`src/rtl/dtw_result_filter.sv`:
```
// dtw_result_filter
//   Scans the DTW accelerator's per-query result stream ({ref pos, cost} per
//   beat, query delimited by tlast). It keeps the best and second-best cost of
//   each query and emits a two-beat summary per query:
//     word0 = {best_pos, best_cost}
//     word1 = {match, hit_cnt[14:0], second_cost}
//   match = (best <= cost_thresh) && ((second - best) >= cost_margin)
//
// Ports
//   aclk, aresetn      clock, asynchronous active-low reset
//   clr                synchronous soft clear (drops the partial query)
//   cost_thresh        max best cost for a match (sampled on the tlast beat)
//   cost_margin        min (second - best) for a match (sampled on tlast beat)
//   s_axis_*           result beat input stream
//   m_axis_*           summary output stream (tlast marks word1)
//   query_cnt          summaries fully emitted since reset/clr (wraps)
//   busy               a query is partly accumulated or a summary is in flight
module dtw_result_filter #(
    parameter int C_AXIS_TDATA_WIDTH = 32,
    parameter int CNT_MAX            = 32767
) (
    input  logic                              aclk,
    input  logic                              aresetn,
    input  logic                              clr,
    input  logic [15:0]                       cost_thresh,
    input  logic [15:0]                       cost_margin,
    input  logic                              s_axis_tvalid,
    output logic                              s_axis_tready,
    input  logic [C_AXIS_TDATA_WIDTH-1:0]     s_axis_tdata,
    input  logic                              s_axis_tlast,
    output logic                              m_axis_tvalid,
    input  logic                              m_axis_tready,
    output logic [C_AXIS_TDATA_WIDTH-1:0]     m_axis_tdata,
    output logic [(C_AXIS_TDATA_WIDTH/8)-1:0] m_axis_tstrb,
    output logic                              m_axis_tlast,
    output logic [31:0]                       query_cnt,
    output logic                              busy
);

    localparam logic [14:0] CNT_SAT = 15'(CNT_MAX);

    typedef enum logic [1:0] {
        S_ACC   = 2'd0,
        S_EMIT0 = 2'd1,
        S_EMIT1 = 2'd2
    } state_t;

    state_t      state, state_nxt;

    logic [15:0] best_cost, second_cost, best_pos;
    logic [14:0] hit_cnt;
    logic        match_q;

    logic [15:0] in_pos, in_cost;
    logic [15:0] nxt_best, nxt_second, nxt_pos;
    logic [14:0] nxt_hit;
    logic        nxt_match;
    logic        beat_acc;

    assign in_pos        = s_axis_tdata[31:16];
    assign in_cost       = s_axis_tdata[15:0];
    assign s_axis_tready = (state == S_ACC);
    assign beat_acc      = s_axis_tvalid && s_axis_tready;
    assign m_axis_tstrb  = '1;
    assign busy          = (state != S_ACC) || (hit_cnt != '0);

    // Accumulator update including the beat currently on the input, so the
    // tlast beat's own cost takes part in the registered summary.
    always_comb begin
        nxt_best   = best_cost;
        nxt_second = second_cost;
        nxt_pos    = best_pos;
        nxt_hit    = hit_cnt;
        if (in_cost < best_cost) begin
            nxt_second = best_cost;
            nxt_best   = in_cost;
            nxt_pos    = in_pos;
        end else if (in_cost < second_cost) begin
            nxt_second = in_cost;
        end
        if (hit_cnt < CNT_SAT) begin
            nxt_hit = hit_cnt + 15'd1;
        end
        // second >= best always holds, so the subtraction cannot wrap
        nxt_match = (nxt_best <= cost_thresh) &&
                    ((nxt_second - nxt_best) >= cost_margin);
    end

    always_ff @(posedge aclk or negedge aresetn) begin
        if (!aresetn) begin
            state <= S_ACC;
        end else begin
            state <= state_nxt;
        end
    end

    always_comb begin
        state_nxt = state;
        case (state)
            S_ACC:   if (beat_acc && s_axis_tlast) state_nxt = S_EMIT0;
            S_EMIT0: if (m_axis_tready)            state_nxt = S_EMIT1;
            S_EMIT1: if (m_axis_tready)            state_nxt = S_ACC;
            default:                               state_nxt = S_ACC;
        endcase
        if (clr) begin
            state_nxt = S_ACC;
        end
    end

    always_ff @(posedge aclk or negedge aresetn) begin
        if (!aresetn) begin
            best_cost     <= '1;
            second_cost   <= '1;
            best_pos      <= '0;
            hit_cnt       <= '0;
            match_q       <= 1'b0;
            query_cnt     <= '0;
            m_axis_tvalid <= 1'b0;
            m_axis_tdata  <= '0;
            m_axis_tlast  <= 1'b0;
        end else if (clr) begin
            best_cost     <= '1;
            second_cost   <= '1;
            best_pos      <= '0;
            hit_cnt       <= '0;
            match_q       <= 1'b0;
            m_axis_tvalid <= 1'b0;
            m_axis_tlast  <= 1'b0;
            if (!busy) begin
                query_cnt <= '0;
            end
        end else begin
            case (state)
                S_ACC: begin
                    if (beat_acc) begin
                        best_cost   <= nxt_best;
                        second_cost <= nxt_second;
                        best_pos    <= nxt_pos;
                        hit_cnt     <= nxt_hit;
                        if (s_axis_tlast) begin
                            match_q       <= nxt_match;
                            m_axis_tdata  <= {nxt_pos, nxt_best};
                            m_axis_tvalid <= 1'b1;
                            m_axis_tlast  <= 1'b0;
                        end
                    end
                end
                S_EMIT0: begin
                    // accumulators are still frozen here, so word1 is built
                    // from them plus the match bit captured on the tlast beat
                    if (m_axis_tready) begin
                        m_axis_tdata <= {match_q, hit_cnt, second_cost};
                        m_axis_tlast <= 1'b1;
                    end
                end
                S_EMIT1: begin
                    if (m_axis_tready) begin
                        m_axis_tvalid <= 1'b0;
                        m_axis_tlast  <= 1'b0;
                        query_cnt     <= query_cnt + 32'd1;
                        best_cost     <= '1;
                        second_cost   <= '1;
                        best_pos      <= '0;
                        hit_cnt       <= '0;
                        match_q       <= 1'b0;
                    end
                end
                default: ;
            endcase
        end
    end

endmodule

```
`config.mk`:
```
export PLATFORM = sky130hd
export DESIGN_NAME = dtw_result_filter
export DESIGN_NICKNAME = d
export VERILOG_FILES = /design/src/rtl/dtw_result_filter.sv
export SDC_FILE = /design/constraint.sdc
export NUM_CORES = 1
export LEC_CHECK = 0
export BUFFER_PORTS_ARGS = -buffer_cell sky130_fd_sc_hd__buf_2
export CAP_MARGIN = 20
export CORE_MARGIN = 1.5
export CORE_UTILIZATION = 40
export CTS_CLUSTER_SIZE = 12
export DETAILED_ROUTE_END_ITERATION = 10
export SYNTH_ARGS = -nofsm -noshare
export SYNTH_HDL_FRONTEND = slang
export SYNTH_SLANG_ARGS = --single-unit
```
`constraint.sdc`:
```
create_clock -name aclk -period 6.88 [get_ports aclk]
set_input_delay 2.064 -clock aclk [delete_from_list [all_inputs] [get_ports aclk]]
set_output_delay 2.064 -clock aclk [all_outputs]
set_load 0.02 [all_outputs]
```
**After elaboration in Yosys (flattened, before gate mapping)**

Cells that the tools add are included.

- Add/subtract/negate cells: 3
- Magnitude comparators: 5
- Eq/ne operators: 12
- Mux-type cells: 47
- Bitwise gates (word level): 1
- Reductions and logical operators: 19

Operators by type and width:

| operator | count |
|---|---|
| $mux W32 | 7 |
| $mux W16 | 12 |
| $pmux W16 S2 | 3 |
| $pmux W32 S2 | 1 |
| $mux W15 | 4 |
| $add A32 B1 Y32 const B | 1 |
| $lt A16 B16 Y1 | 2 |
| $pmux W15 S2 | 1 |
| $ge A16 B16 Y1 | 1 |
| $le A16 B16 Y1 | 1 |
| $sub A16 B16 Y16 | 1 |
| $add A15 B1 Y15 const B | 1 |
| $lt A15 B15 Y1 const B | 1 |
| $reduce_bool A15 Y1 | 1 |
| $ne A3 B2 Y1 const B | 4 |
| $mux W1 | 11 |
| $reduce_and A5 Y1 | 2 |
| $reduce_and A3 Y1 | 3 |
| $mux W2 | 4 |
| $reduce_and A4 Y1 | 2 |
| $reduce_bool A2 Y1 | 4 |
| $ne A3 B3 Y1 const B | 2 |
| $pmux W2 S3 | 1 |
| $ne A2 B1 Y1 const B | 2 |
| 11 further kinds | 15 |

- Register bits: 132
- Input port bits: 70
- Word-level logic and storage cells: 97

**Logic depth before layout (Yosys ltp)**

Gate-level depths: netlist of run 1.

- Depth after elaboration: 10
- Depth in mapped cells: 27
- Mapped depth without buffers: 25

**Worst setup path after synthesis of run 1**

OpenSTA, ideal clock, no wires.

- Kind: input port to flip-flop
- Start point: input s_axis_tdata[2]
- End point: register match_q
- Setup time: 121 ps
- Data arrival time: 6345 ps
- Data required time: 6759 ps
- Slack: 414 ps
- Stages on the path: 26
- Buffers on the path: 3
- Path through: ha_1 a211o_1 a31oi_1 o21ai_1 a211oi_1 buf_4 buf_6 buf_4 mux2i_1 inv_1 ha_1 nor2b_1 o31a_1 o21ai_1 and2_1 a21oi_1 nor2_1 xnor2_1 ha_1 a21o_1 a21o_1 a21oi_1 o21ai_0 a21oi_1 nor2_1 a22o_1

- Longest elaborated chain between the ends: 10
- Elaborated cells between the ends (all ways): 13
- Classes of those cells: add/sub: 1; order compare: 4; mux: 7; reduce/logical: 1

Ends and longest elaborated chain:

| item | line | source |
|---|---|---|
| start, declared | 29 | `input logic [C_AXIS_TDATA_WIDTH-1:0] s_axis_tdata,` |
| $lt A16 B16 Y1 | 78 | `end else if (in_cost < second_cost) begin` |
| $mux W16 | 78 |  |
| $mux W16 | 74 | `if (in_cost < best_cost) begin` |
| $sub A16 B16 Y16 | 86 | `((nxt_second - nxt_best) >= cost_margin);` |
| $ge A16 B16 Y1 | 86 |  |
| $logic_and A1 B1 Y1 (*) | 85 | `nxt_match = (nxt_best <= cost_thresh) &&` |
| $mux W1 (*) | 140 | `if (s_axis_tlast) begin` |
| $mux W1 (*) | 135 | `if (beat_acc) begin` |
| $pmux W1 S2 (*) | 133 | `case (state)` |
| $mux W1 (*) | 121 | `end else if (clr) begin` |
| end signal, assigned | 141 | `match_q <= nxt_match;` |
| end, declared | 52 | `logic match_q;` |

Mark *: on every way between the ends. The rest lies on a longest branch, timed or not. The select of a mux whose other input is x is not followed.
A chain may end at the register's enable or synchronous reset.

**Worst setup path after layout of run 1**

- Start point: input s_axis_tdata[5]
- End point: register match_q

The elaborated chain is that of the path after synthesis.

==> results.tsv, run 1 <==
stage	metric	value	unit
sta	fmax	155	MHz
power	share of power burned in registers	23.4	%
clock_tree	CTS tree	done	
worst_setup_path	WP data arrival	6.75	ns
logic_synthesis	Synth Warn #	0	
drt	post-route ant nets	0	
finish	Synth-to-Final Area Change	19.3	%
power	logic gate share of total power	58.6	%
power	Clock Power Share	18.0	%
logic_synthesis	Synth async-reset ratio	100	%
sta	setup TNS	0	ns
drt	WL final	23800	um
worst_setup_path	r2r startpoint	best_cost[5]$_DFFE_PN1P_	
clock_tree	setup bufs post-CTS	0	
sta	relative slew slack	29.7	%
logic_synthesis	cell taking the most area after synthesis	dfrtp_1	
worst_setup_path	crit start category	input pin	
logic_synthesis	Synth top area share	27.5	%
finish	layout cells sized above 1	24.5	%
clock_tree	Root Driver	clkbuf_16	
place	GPL Wtd Cong	0.855	
sta	Final Cycle Share	93.6	%
hold_path	hold path cells	2	
clock_tree	Num CTS Buffers	17	
worst_setup_path	CP max stage cell	a211oi_4	
logic_synthesis	top cell types by occurrence after synthesis	dfrtp_1, inv_1, nand2_1	
power	total chip power	5.48	mW
grt	total track usage	21.0	%
sta	Max Slew Vio Count	0	
worst_setup_path	CP max stage delay	0.36	ns
drt	DR iter-0 viols	404	
floorplanning	core region area	22500	sq um
worst_setup_path	crit path max fanout	36	
worst_setup_path	r2r setup slk	1.63	ns
floorplanning	Die ar.	23700	sq um
power	leak pwr	5.61	nW
finish	Post-layout nets	1299	
logic_synthesis	Syn Area/Cell	9.13	sq um
place	DP Worst Slack	0.00885	ns
floorplanning	width of the die	154	um
grt	first-pass GRT wire length	39800	um
status	status	finished clean	
sta	Period minus WS final	6.44	ns
power	Switching Share	44.1	%
worst_setup_path	Worst path most repeated cell	ha_1	
job	Max Cap Violations	0	
grt	Overflow after GRT	0	
worst_setup_path	Worst Path Class, Setup	in2reg	
drt	via/cell ratio	5.33	
floorplanning	die span in y	154	um
logic_synthesis	Post-Syn Area	9110	sq um
clock_tree	CTS Sinks	132	
power	Power Internal	3.07	mW
clock_tree	worst skew pair latency	0.43	ns
worst_setup_path	r2r worst-path depth	23	
power	VDD IR-drop max	0.229	mV
finish	ant diodes	0	
floorplanning	IO Pins	142	
floorplanning	Initial Utilization	40.5	%
power	Switch Pwr	2.42	mW
clock_tree	Reg clk slew, reported paths	0.06	ns
drt	DR DRC count	0	
logic_synthesis	Post-synth EDFFs	0	
logic_synthesis	Synth Register Bits	132	
sta	setup violators final	0	
hold_path	Hold Path End	m_axis_tvalid$_DFFE_PN0P_	
logic_synthesis	sequential share of the synthesized area	36.7	%
hold_path	Hold Path Origin	m_axis_tvalid$_DFFE_PN0P_	
logic_synthesis	Syn Inst Count	998	
sta	RSZ-0062 raised after global routing	false	
worst_setup_path	CP endpoint kind	flop	
sta	Setup Skew	0.0163	ns
grt	initial antenna violation count	1	
sta	endpoints failing hold	0	
place	Port-buffer cells	137	
drt	drt wl/cell	16.5	um
drt	Via Count	7693	
hold_path	HP Class	reg2reg	
logic_synthesis	Top FF cell, synth	dfrtp_1	
logic_synthesis	most common cell in the synthesized netlist	dfrtp_1	
drt	drt first pass iters	5	
clock_tree	Clock Path Buffers	2	
power	Pwr Density	504	nW/um^2
sta	fin worst setup slack	0.440	ns
worst_setup_path	reg2reg end	match_q$_DFFE_PN0P_	
place	post-DP HPWL	17700	um
worst_setup_path	Crit. Startpoint	s_axis_tdata[5]	
logic_synthesis	Synth cell types	68	
worst_setup_path	Worst Path Required	7.19	ns
floorplanning	Rows	55	
clock_tree	PostCTS Resize Cnt	0	
grt	largest net degree at the start of global routing	91	
sta	Worst-Margin Slew	1.05	ns
clock_tree	hold_buf cts	0	
worst_setup_path	sequence of cells on the critical path	buf_2, ha_1, a21o_1, a221oi_1, o21ai_1, a211oi_4, buf_4, buf_12, mux2i_1, ha_1, o21a_1, o21ai_0, o31a_1, a21oi_1, and3_1, o41ai_1, nand2_1, ha_1, nand4_1, o21ai_0, a21oi_1, nor2_1, a22o_1	
grt	via count of the first global-routing pass	7568	
logic_synthesis	Synth area leaders	dfrtp_1, ha_1, dfstp_2, mux2i_1, mux2_2	
clock_tree	htree depth	4	
power by group through the flow:
stage | Clock, mW | Combinational [mW] | Sequential, mW
2_1_floorplan | 0 | 2.21 | 1.38
3_3_place_gp | 0 | 3.19 | 1.29
3_5_place_dp | 0 | 3.22 | 1.29
4_1_cts | 1.01 | 3.24 | 1.28
5_1_grt | 1.04 | 3.62 | 1.32
6_report | 0.986 | 3.21 | 1.28
metrics by stage:
| stage | cell area (sq um) | hold WS (ns) | util (%) | std cells |
|---|---|---|---|---|
| 2_1_floorplan | 9130 | 0.454 | - | 1001 |
| 3_3_place_gp | 10200 | 0.465 | 45.5 | 1410 |
| 3_5_place_dp | 10200 | 0.478 | 45.5 | 1410 |
| 5_1_grt | 10900 | 0.502 | 48.3 | 1442 |
| 6_report | 10900 | 0.488 | 48.3 | 1442 |
| 4_1_cts | 10900 | 0.493 | 48.3 | 1442 |
registers in the layout, summed over array words and instances (netlist names):
signal	count
match_q	1
query_cnt	32
m_axis_tdata	32
m_axis_tlast	1
state	2
best_cost	16
m_axis_tvalid	1
hit_cnt	15
second_cost	16
best_pos	16
worst max path at each step:
stage | endpoint | slack (ns) | depth (start not counted)
after global routing | match_q$_DFFE_PN0P_ | 0.08 | 23
after CTS | match_q$_DFFE_PN0P_ | 0.43 | 23
after floorplan | match_q$_DFFE_PN0P_ | 0.41 | 26
after global placement | match_q$_DFFE_PN0P_ | 0.15 | 23
after detailed placement | match_q$_DFFE_PN0P_ | 0.009 | 23
final | match_q$_DFFE_PN0P_ | 0.44 | 23
cell type report:
| class | count | area [sq um] |
|---|---|---|
| Tap cell | 285 | 357 |
| Fill cell | 2205 | 11600 |
| Timing Repair Buffer | 169 | 945 |
| Clock inverter | 14 | 189 |
| Multi-Input combinational cell | 732 | 5250 |
| Sequential cell | 132 | 3340 |
| Clock buffer | 18 | 439 |
| Inverter | 92 | 345 |
worst max-delay path, delay by kind of cell:
kind	cells	cell delay, ns
and+or+nand+nor	4	0.44
muxes	1	0.28
adders and majority gates	3	0.91
AOI/OAI and AO/OA	12	2.49
buffers and inverters	3	0.55
cells in the final DEF (no fill, tap or decap), types with 5 or more instances in the layout:
cell / instances
o21ai_1: 28
buf_2: 136
nor2b_1: 6
nor2_1: 73
inv_6: 5
a31oi_1: 6
a32o_1: 16
o21ai_0: 66
and4_1: 5
nand4_1: 20
nand3_1: 18
clkbuf_16: 17
mux2i_1: 49
o21a_1: 8
o22a_1: 14
nor3_1: 11
nand2b_1: 9
mux2_2: 34
dfrtp_1: 100
ha_1: 83
xnor2_1: 13
a21oi_1: 59
nand2_1: 92
and3_1: 14
inv_1: 92
a21o_1: 15
xor2_1: 19
buf_4: 31
and2_1: 6
o31ai_1: 6
dfstp_2: 32
per-layer routing:
metal	track usage [%]	wire, um
met1	29.1	11500
met2	33.4	10900
met3	4.43	988
met4	5.50	371
met5	0	13
cells by family after synthesis:
logic type | Yosys count | share of synthesized area (%)
adder cells (fa/ha/maj) | 85 | 11.8
AO/OA/AOI/OAI | 251 | 17.6
buffers and inverters | 137 | 6.30
XOR/XNOR | 32 | 3.08
other | 1 | 0.0411
flip-flops | 132 | 36.7
multiplexers | 84 | 9.71
AND/OR/NAND/NOR | 276 | 14.9
No activity file was read; power rests on OpenSTA's default activity.
==> run 2: changes to the inputs <==
ABC_CLOCK_PERIOD_IN_PS = 8000   (was unset)
clock period = 8 ns   (was 6.88 ns; I/O delays follow)
==> results.tsv, run 2 (synthesized netlist as in run 1, its figures left out) <==
stage	metric	value	unit	change
drt	post-route ant nets	0		unchanged
grt	initial antenna violation count	1		unchanged
power	share of power burned in registers	23.5	%	about the same
hold_path	hold path cells	2		unchanged
drt	drt wl/cell	17.1	um	+3.7%
status	status	finished clean		
finish	ant diodes	0		unchanged
clock_tree	htree depth	4		unchanged
sta	RSZ-0062 raised after global routing	false		
sta	endpoints failing hold	0		unchanged
worst_setup_path	CP endpoint kind	flop		
worst_setup_path	sequence of cells on the critical path	buf_2, ha_1, a211o_1, a31oi_1, o21ai_1, a211oi_4, buf_4, mux2i_1, ha_1, nor2b_1, o21a_1, o21ai_0, a21oi_1, o21bai_1, nand3_1, o311ai_0, ha_1, a21o_1, a21oi_1, o21ai_0, a21oi_1, nor2_1, a22o_1		
power	Switching Share	44.8	%	+0.76 points
sta	relative slew slack	26.1	%	-3.6 points
drt	DR iter-0 viols	448		+11%
worst_setup_path	Worst Path Class, Setup	in2reg		
hold_path	Hold Path End	m_axis_tvalid$_DFFE_PN0P_		
worst_setup_path	r2r startpoint	best_cost[2]$_DFFE_PN1P_		
worst_setup_path	CP max stage delay	0.45	ns	+0.09 ns
clock_tree	CTS tree	done		
clock_tree	Num CTS Buffers	17		unchanged
finish	fillers	2182		-1.0%
power	logic gate share of total power	58.2	%	-0.4 points
worst_setup_path	Crit path buffers/inverters	2		-1
sta	fmax	143	MHz	
floorplanning	core region area	22500	sq um	unchanged
clock_tree	Clock Path Buffers	2		unchanged
place	GPL Wtd Cong	0.848		-0.81%
power	leak pwr	5.50	nW	-1.9%
worst_setup_path	WP data arrival	7.33	ns	+0.58 ns
finish	Post-layout nets	1277		-1.7%
floorplanning	die span in y	154	um	unchanged
grt	largest net degree at the start of global routing	72		-21%
clock_tree	setup bufs post-CTS	0		unchanged
power	Power Internal	2.58	mW	-16%
worst_setup_path	crit start category	input pin		
sta	Period minus WS final	7.01	ns	
power	Pwr Density	438	nW/um^2	-13%
sta	Worst-Margin Slew	1.10	ns	+0.0541 ns
worst_setup_path	reg2reg end	match_q$_DFFE_PN0P_		
finish	most common cell after layout, fill and taps aside	buf_2		
job	Max Cap Violations	0		unchanged
drt	WL final	24300	um	+2.2%
clock_tree	PostCTS Resize Cnt	0		unchanged
worst_setup_path	r2r setup slk	2.51	ns	+0.88 ns
power	VDD IR-drop max	0.164	mV	-28%
clock_tree	worst skew pair latency	0.42	ns	about the same
hold_path	HP Class	reg2reg		
floorplanning	IO Pins	142		unchanged
finish	Synth-to-Final Area Change	17.3	%	
floorplanning	Die ar.	23700	sq um	unchanged
clock_tree	Root Driver	clkbuf_16		
power	Clock Power Share	18.3	%	+0.3 points
worst_setup_path	CP max stage cell	a211oi_4		
drt	DR DRC count	0		unchanged
floorplanning	Initial Utilization	40.5	%	unchanged
floorplanning	Rows	55		unchanged
clock_tree	CTS Sinks	132		unchanged
sta	Setup Skew	0.0124	ns	-0.00387 ns
worst_setup_path	Worst Path Required	8.32	ns	+1.13 ns
worst_setup_path	critical path's top delay family	compound AO/OA/AOI/OAI gates		
place	Port-buffer cells	137		unchanged
sta	setup violators final	0		unchanged
sta	Max Slew Vio Count	0		unchanged
sta	fin worst setup slack	0.986	ns	+0.546 ns
drt	drt first pass iters	5		unchanged
grt	via count of the first global-routing pass	7453		-1.5%
grt	total track usage	21.3	%	+0.28 points
sta	setup TNS	0	ns	unchanged
sta	Hold WS	0.476	ns	-0.0118 ns
clock_tree	hold_buf cts	0		unchanged
grt	Overflow after GRT	0		unchanged
hold_path	Hold Path Origin	m_axis_tvalid$_DFFE_PN0P_		
finish	most frequent cells in the layout	buf_2, dfrtp_1, inv_1, nand2_1, ha_1		
power	Switch Pwr	2.10	mW	-13%
place	DP Worst Slack	0.565	ns	+0.556 ns
drt	Via Count	7667		-0.34%
worst_setup_path	r2r worst-path depth	23		unchanged
floorplanning	width of the die	154	um	unchanged
finish	top flop regs	m_axis_tdata x32, query_cnt x32		
place	post-DP HPWL	17700	um	about the same
sta	Final Cycle Share	87.7	%	
grt	first-pass GRT wire length	39600	um	-0.36%
worst_setup_path	crit path max fanout	25		-31%
drt	via/cell ratio	5.40		+1.2%
finish	layout cells sized above 1	23.0	%	-1.6 points
clock_tree	Reg clk slew, reported paths	0.07	ns	about the same
## run 2: how the worst max path moves through the flow
stage	cells after the start	end	slack, ns	start
after floorplan	26	match_q$_DFFE_PN0P_	1.20	s_axis_tdata[2]
after global placement	22	match_q$_DFFE_PN0P_	0.55	s_axis_tdata[2]
after detailed placement	23	match_q$_DFFE_PN0P_	0.57	s_axis_tdata[2]
after CTS	23	match_q$_DFFE_PN0P_	1.02	s_axis_tdata[2]
after global routing	23	match_q$_DFFE_PN0P_	0.51	s_axis_tdata[2]
final	23	match_q$_DFFE_PN0P_	0.99	s_axis_tdata[2]
## run 2: final cells by class
type / instances / area, sq um / share of cell area, %
clock buffer: 18 / 429 / 4.01
sequential: 132 / 3340 / 31.3
timing repair buffer: 147 / 767 / 7.17
multi-input combinational: 732 / 5250 / 49.1
inverter: 92 / 345 / 3.23
tap: 285 / 357 / 3.34
clock inverter: 14 / 199 / 1.86
## run 2: per-stage QoR
step                instances  util, %  instance area (sq um)  total power, mW
floorplan                1001        -                   9130             3.09
CTS                      1420     47.5                  10700             4.71
global route             1420     47.5                  10700             5.10
detailed placement       1388     44.7                  10100             3.83
global placement         1388     44.7                  10100             3.79
finish                   1420     47.5                  10700             4.68
## run 2: power groups by stage
stage	clock network, mW	logic, mW	registers (mW)
2_1_floorplan	0	1.90	1.19
3_3_place_gp	0	2.69	1.11
3_5_place_dp	0	2.72	1.11
4_1_cts	0.873	2.74	1.10
5_1_grt	0.902	3.06	1.14
6_report	0.855	2.72	1.10
## run 2: layer usage
| metal | wire, um | up-vias | GRT usage (%) |
|---|---|---|---|
| met4 | 471 | 2 | 6.70 |
| met2 | 11000 | 183 | 33.9 |
| li1 | - | 3796 | - |
| met3 | 1030 | 38 | 4.09 |
| met1 | 11800 | 3648 | 29.2 |
| met5 | 11 | - | 0 |
## run 2: worst register-to-register path, cell delays in order, from the launching register on
cell and delay, ns:
dfstp_2 0.56, inv_1 0.06, ha_1 0.28, a211o_1 0.29, a31oi_1 0.18, o21ai_1 0.14, a211oi_4 0.45, buf_4 0.39
mux2i_1 0.35, ha_1 0.32, nor2b_1 0.14, o21a_1 0.18, o21ai_0 0.33, a21oi_1 0.22, o21bai_1 0.22, nand3_1 0.10
o311ai_0 0.11, ha_1 0.31, a21o_1 0.16, a21oi_1 0.12, o21ai_0 0.09, a21oi_1 0.14, nor2_1 0.05, a22o_1 0.18
==> run 3: changes to the inputs <==
ABC_CLOCK_PERIOD_IN_PS = 6400   (was 8000)
CTS_BUF_LIST = sky130_fd_sc_hd__clkbuf_16   (was unset)
clock period = 6.4 ns   (was 8 ns; I/O delays follow)
==> results.tsv, run 3 (synthesized netlist as in run 1, its figures left out) <==
stage	metric	value	unit	change
finish	Reg area	3340	sq um	unchanged
power	Pwr Density	569	nW/um^2	+30%
finish	design area	11500	sq um	+7.8%
power	VDD IR-drop max	0.277	mV	+68%
place	Inst Count DP	1471		+6.0%
worst_setup_path	WP data arrival	6.49	ns	-0.84 ns
power	Switch Pwr	2.81	mW	+34%
floorplanning	die span in y	154	um	unchanged
drt	DR iter-0 viols	392		-13%
grt	Overflow after GRT	0		unchanged
finish	layout cells sized above 1	29.8	%	+6.8 points
power	share of power burned in registers	21.1	%	-2.4 points
finish	ant diodes	0		unchanged
drt	via/cell ratio	5.29		-2.0%
clock_tree	Reg clk slew, reported paths	0.07	ns	about the same
sta	fmax	162	MHz	
hold_path	HP Class	reg2reg		
sta	Period minus WS final	6.17	ns	
sta	Setup Skew	0.0114	ns	-0.000986 ns
finish	most frequent cells in the layout	buf_2, dfrtp_1, buf_4		
sta	setup violators final	0		unchanged
drt	met1 wire length	12000	um	+1.6%
sta	relative slew slack	37.5	%	+11 points
clock_tree	Root Driver	clkbuf_16		
drt	DR DRC count	0		unchanged
clock_tree	hold_buf cts	0		unchanged
power	leak pwr	5.97	nW	+8.6%
drt	post-route ant nets	0		unchanged
finish	final std cells w/o fill	1512		+6.5%
finish	footprint of the multi-input gates	5330	sq um	+1.4%
finish	most common cell after layout, fill and taps aside	buf_2		
place	DP Area	10700	sq um	+6.3%
clock_tree	Num CTS Buffers	17		unchanged
finish	Synth-to-Final Area Change	26.5	%	
drt	metal2 WL	11700	um	+6.2%
clock_tree	Clock Path Buffers	2		unchanged
grt	largest net degree at the start of global routing	94		+31%
sta	endpoints failing hold	0		unchanged
worst_setup_path	Worst Path Class, Setup	in2reg		
job	Max Cap Violations	0		unchanged
grt	initial antenna violation count	0		-1
place	DP Worst Slack	-0.283	ns	-0.848 ns
sta	Final Cycle Share	96.4	%	
status	status	finished clean		
finish	post-route core utilization	51.2	%	+3.7 points
finish	Post-layout nets	1369		+7.2%
power	Switching Share	42.8	%	-2.0 points
sta	Worst-Margin Slew	0.937	ns	-0.167 ns
finish	top flop regs	m_axis_tdata x32, query_cnt x32		
power	total chip power	6.56	mW	+40%
clock_tree	worst skew pair latency	0.43	ns	about the same
finish	fillers	2150		-1.5%
sta	Max Slew Vio Count	0		unchanged
worst_setup_path	CP endpoint kind	flop		
floorplanning	width of the die	154	um	unchanged
place	GPL Wtd Cong	0.881		+3.8%
place	Port-buffer cells	137		unchanged
place	post-DP HPWL	18100	um	+2.2%
drt	Via Count	7998		+4.3%
floorplanning	core region area	22500	sq um	unchanged
clock_tree	CTS Sinks	132		unchanged
grt	via count of the first global-routing pass	7929		+6.4%
sta	fin worst setup slack	0.232	ns	-0.754 ns
worst_setup_path	crit path max fanout	4		-84%
drt	WL final	25100	um	+3.3%
power	Power Internal	3.75	mW	+45%
floorplanning	Die ar.	23700	sq um	unchanged
drt	top layer in use	met4		
worst_setup_path	Worst Path Required	6.72	ns	-1.60 ns
drt	drt first pass iters	4		-1
floorplanning	Initial Utilization	40.5	%	unchanged
clock_tree	htree depth	4		unchanged
grt	first-pass GRT wire length	40500	um	+2.1%
drt	met3 WL	1120	um	+8.7%
floorplanning	Rows	55		unchanged
floorplanning	IO Pins	142		unchanged
power	Clock Power Share	16.1	%	-2.2 points
power	logic gate share of total power	62.8	%	+4.6 points
drt	drt wl/cell	16.6	um	-3.0%
grt	total track usage	21.6	%	+0.28 points
clock_tree	CTS tree	done		
worst_setup_path	crit start category	input pin		
run 3: per-stage QoR:
stage,TNS [ns],hold slack (ns)
2_1_floorplan,0,0.454
3_3_place_gp,-0.201,0.464
3_5_place_dp,-0.283,0.472
4_1_cts,0,0.486
5_1_grt,-0.0589,0.500
6_report,0,0.482
run 3: final timing paths:
check                                                from                        end  slack (ns)  depth (start not counted)
worst min-delay path            m_axis_tvalid$_DFFE_PN0P_  m_axis_tvalid$_DFFE_PN0P_        0.48                          2
min in group asynchronous                         aresetn  query_cnt[13]$_DFFE_PN0P_        1.55                          1
worst max register to register   best_cost[2]$_DFFE_PN1P_        match_q$_DFFE_PN0P_        1.28                         24
max in group asynchronous                         aresetn  best_cost[13]$_DFFE_PN1P_        3.77                          2
worst min register to register  m_axis_tvalid$_DFFE_PN0P_  m_axis_tvalid$_DFFE_PN0P_        0.48                          2
worst max-delay path                      s_axis_tdata[7]        match_q$_DFFE_PN0P_        0.23                         26
run 3: area by class of cell:
| type | instances | share of cell area, % |
|---|---|---|
| clock buffer | 17 | 3.69 |
| clock inverter | 15 | 1.69 |
| inverter | 92 | 3.00 |
| multi-input combinational | 732 | 46.2 |
| sequential | 132 | 29.0 |
| tap | 285 | 3.09 |
| timing repair buffer | 239 | 13.3 |
run 3: routing by layer:
metal / GRT usage (%) / up-vias
met5: 0 / -
met4: 5.92 / 0
met3: 4.00 / 18
met2: 35.6 / 165
met1: 28.9 / 3847
li1: - / 3968
run 3: repair_timing:
item,CTS,global route
endpoints found under the hold margin,0,0
buffers inserted,0,7
gates resized for setup,0,25
setup endpoints to repair,0,1
run 3: worst max-delay path: stages:
cell and delay (ns):
buf_2 0.11, buf_4 0.14, ha_1 0.28, nand2_1 0.09, nor3_2 0.18, a21oi_2 0.09
o41ai_4 0.33, buf_4 0.20, mux2_4 0.31, mux2i_4 0.16, inv_1 0.06, ha_1 0.26
nor2b_1 0.14, o31a_1 0.35, o211a_1 0.27, o21a_1 0.19, o21ai_1 0.11, a21boi_1 0.09
ha_1 0.29, a21o_1 0.18, a21o_1 0.16, a21oi_1 0.14, o21ai_1 0.07, a21oi_1 0.12
nor2_1 0.05, a22o_1 0.19
run 3: power groups by stage:
stage	registers, mW	clock network [mW]	logic, mW
global placement	1.39	0	3.81
CTS	1.38	1.08	3.90
floorplan	1.48	0	2.38
detailed placement	1.40	0	3.87
finish	1.38	1.06	4.12
global route	1.42	1.11	4.57
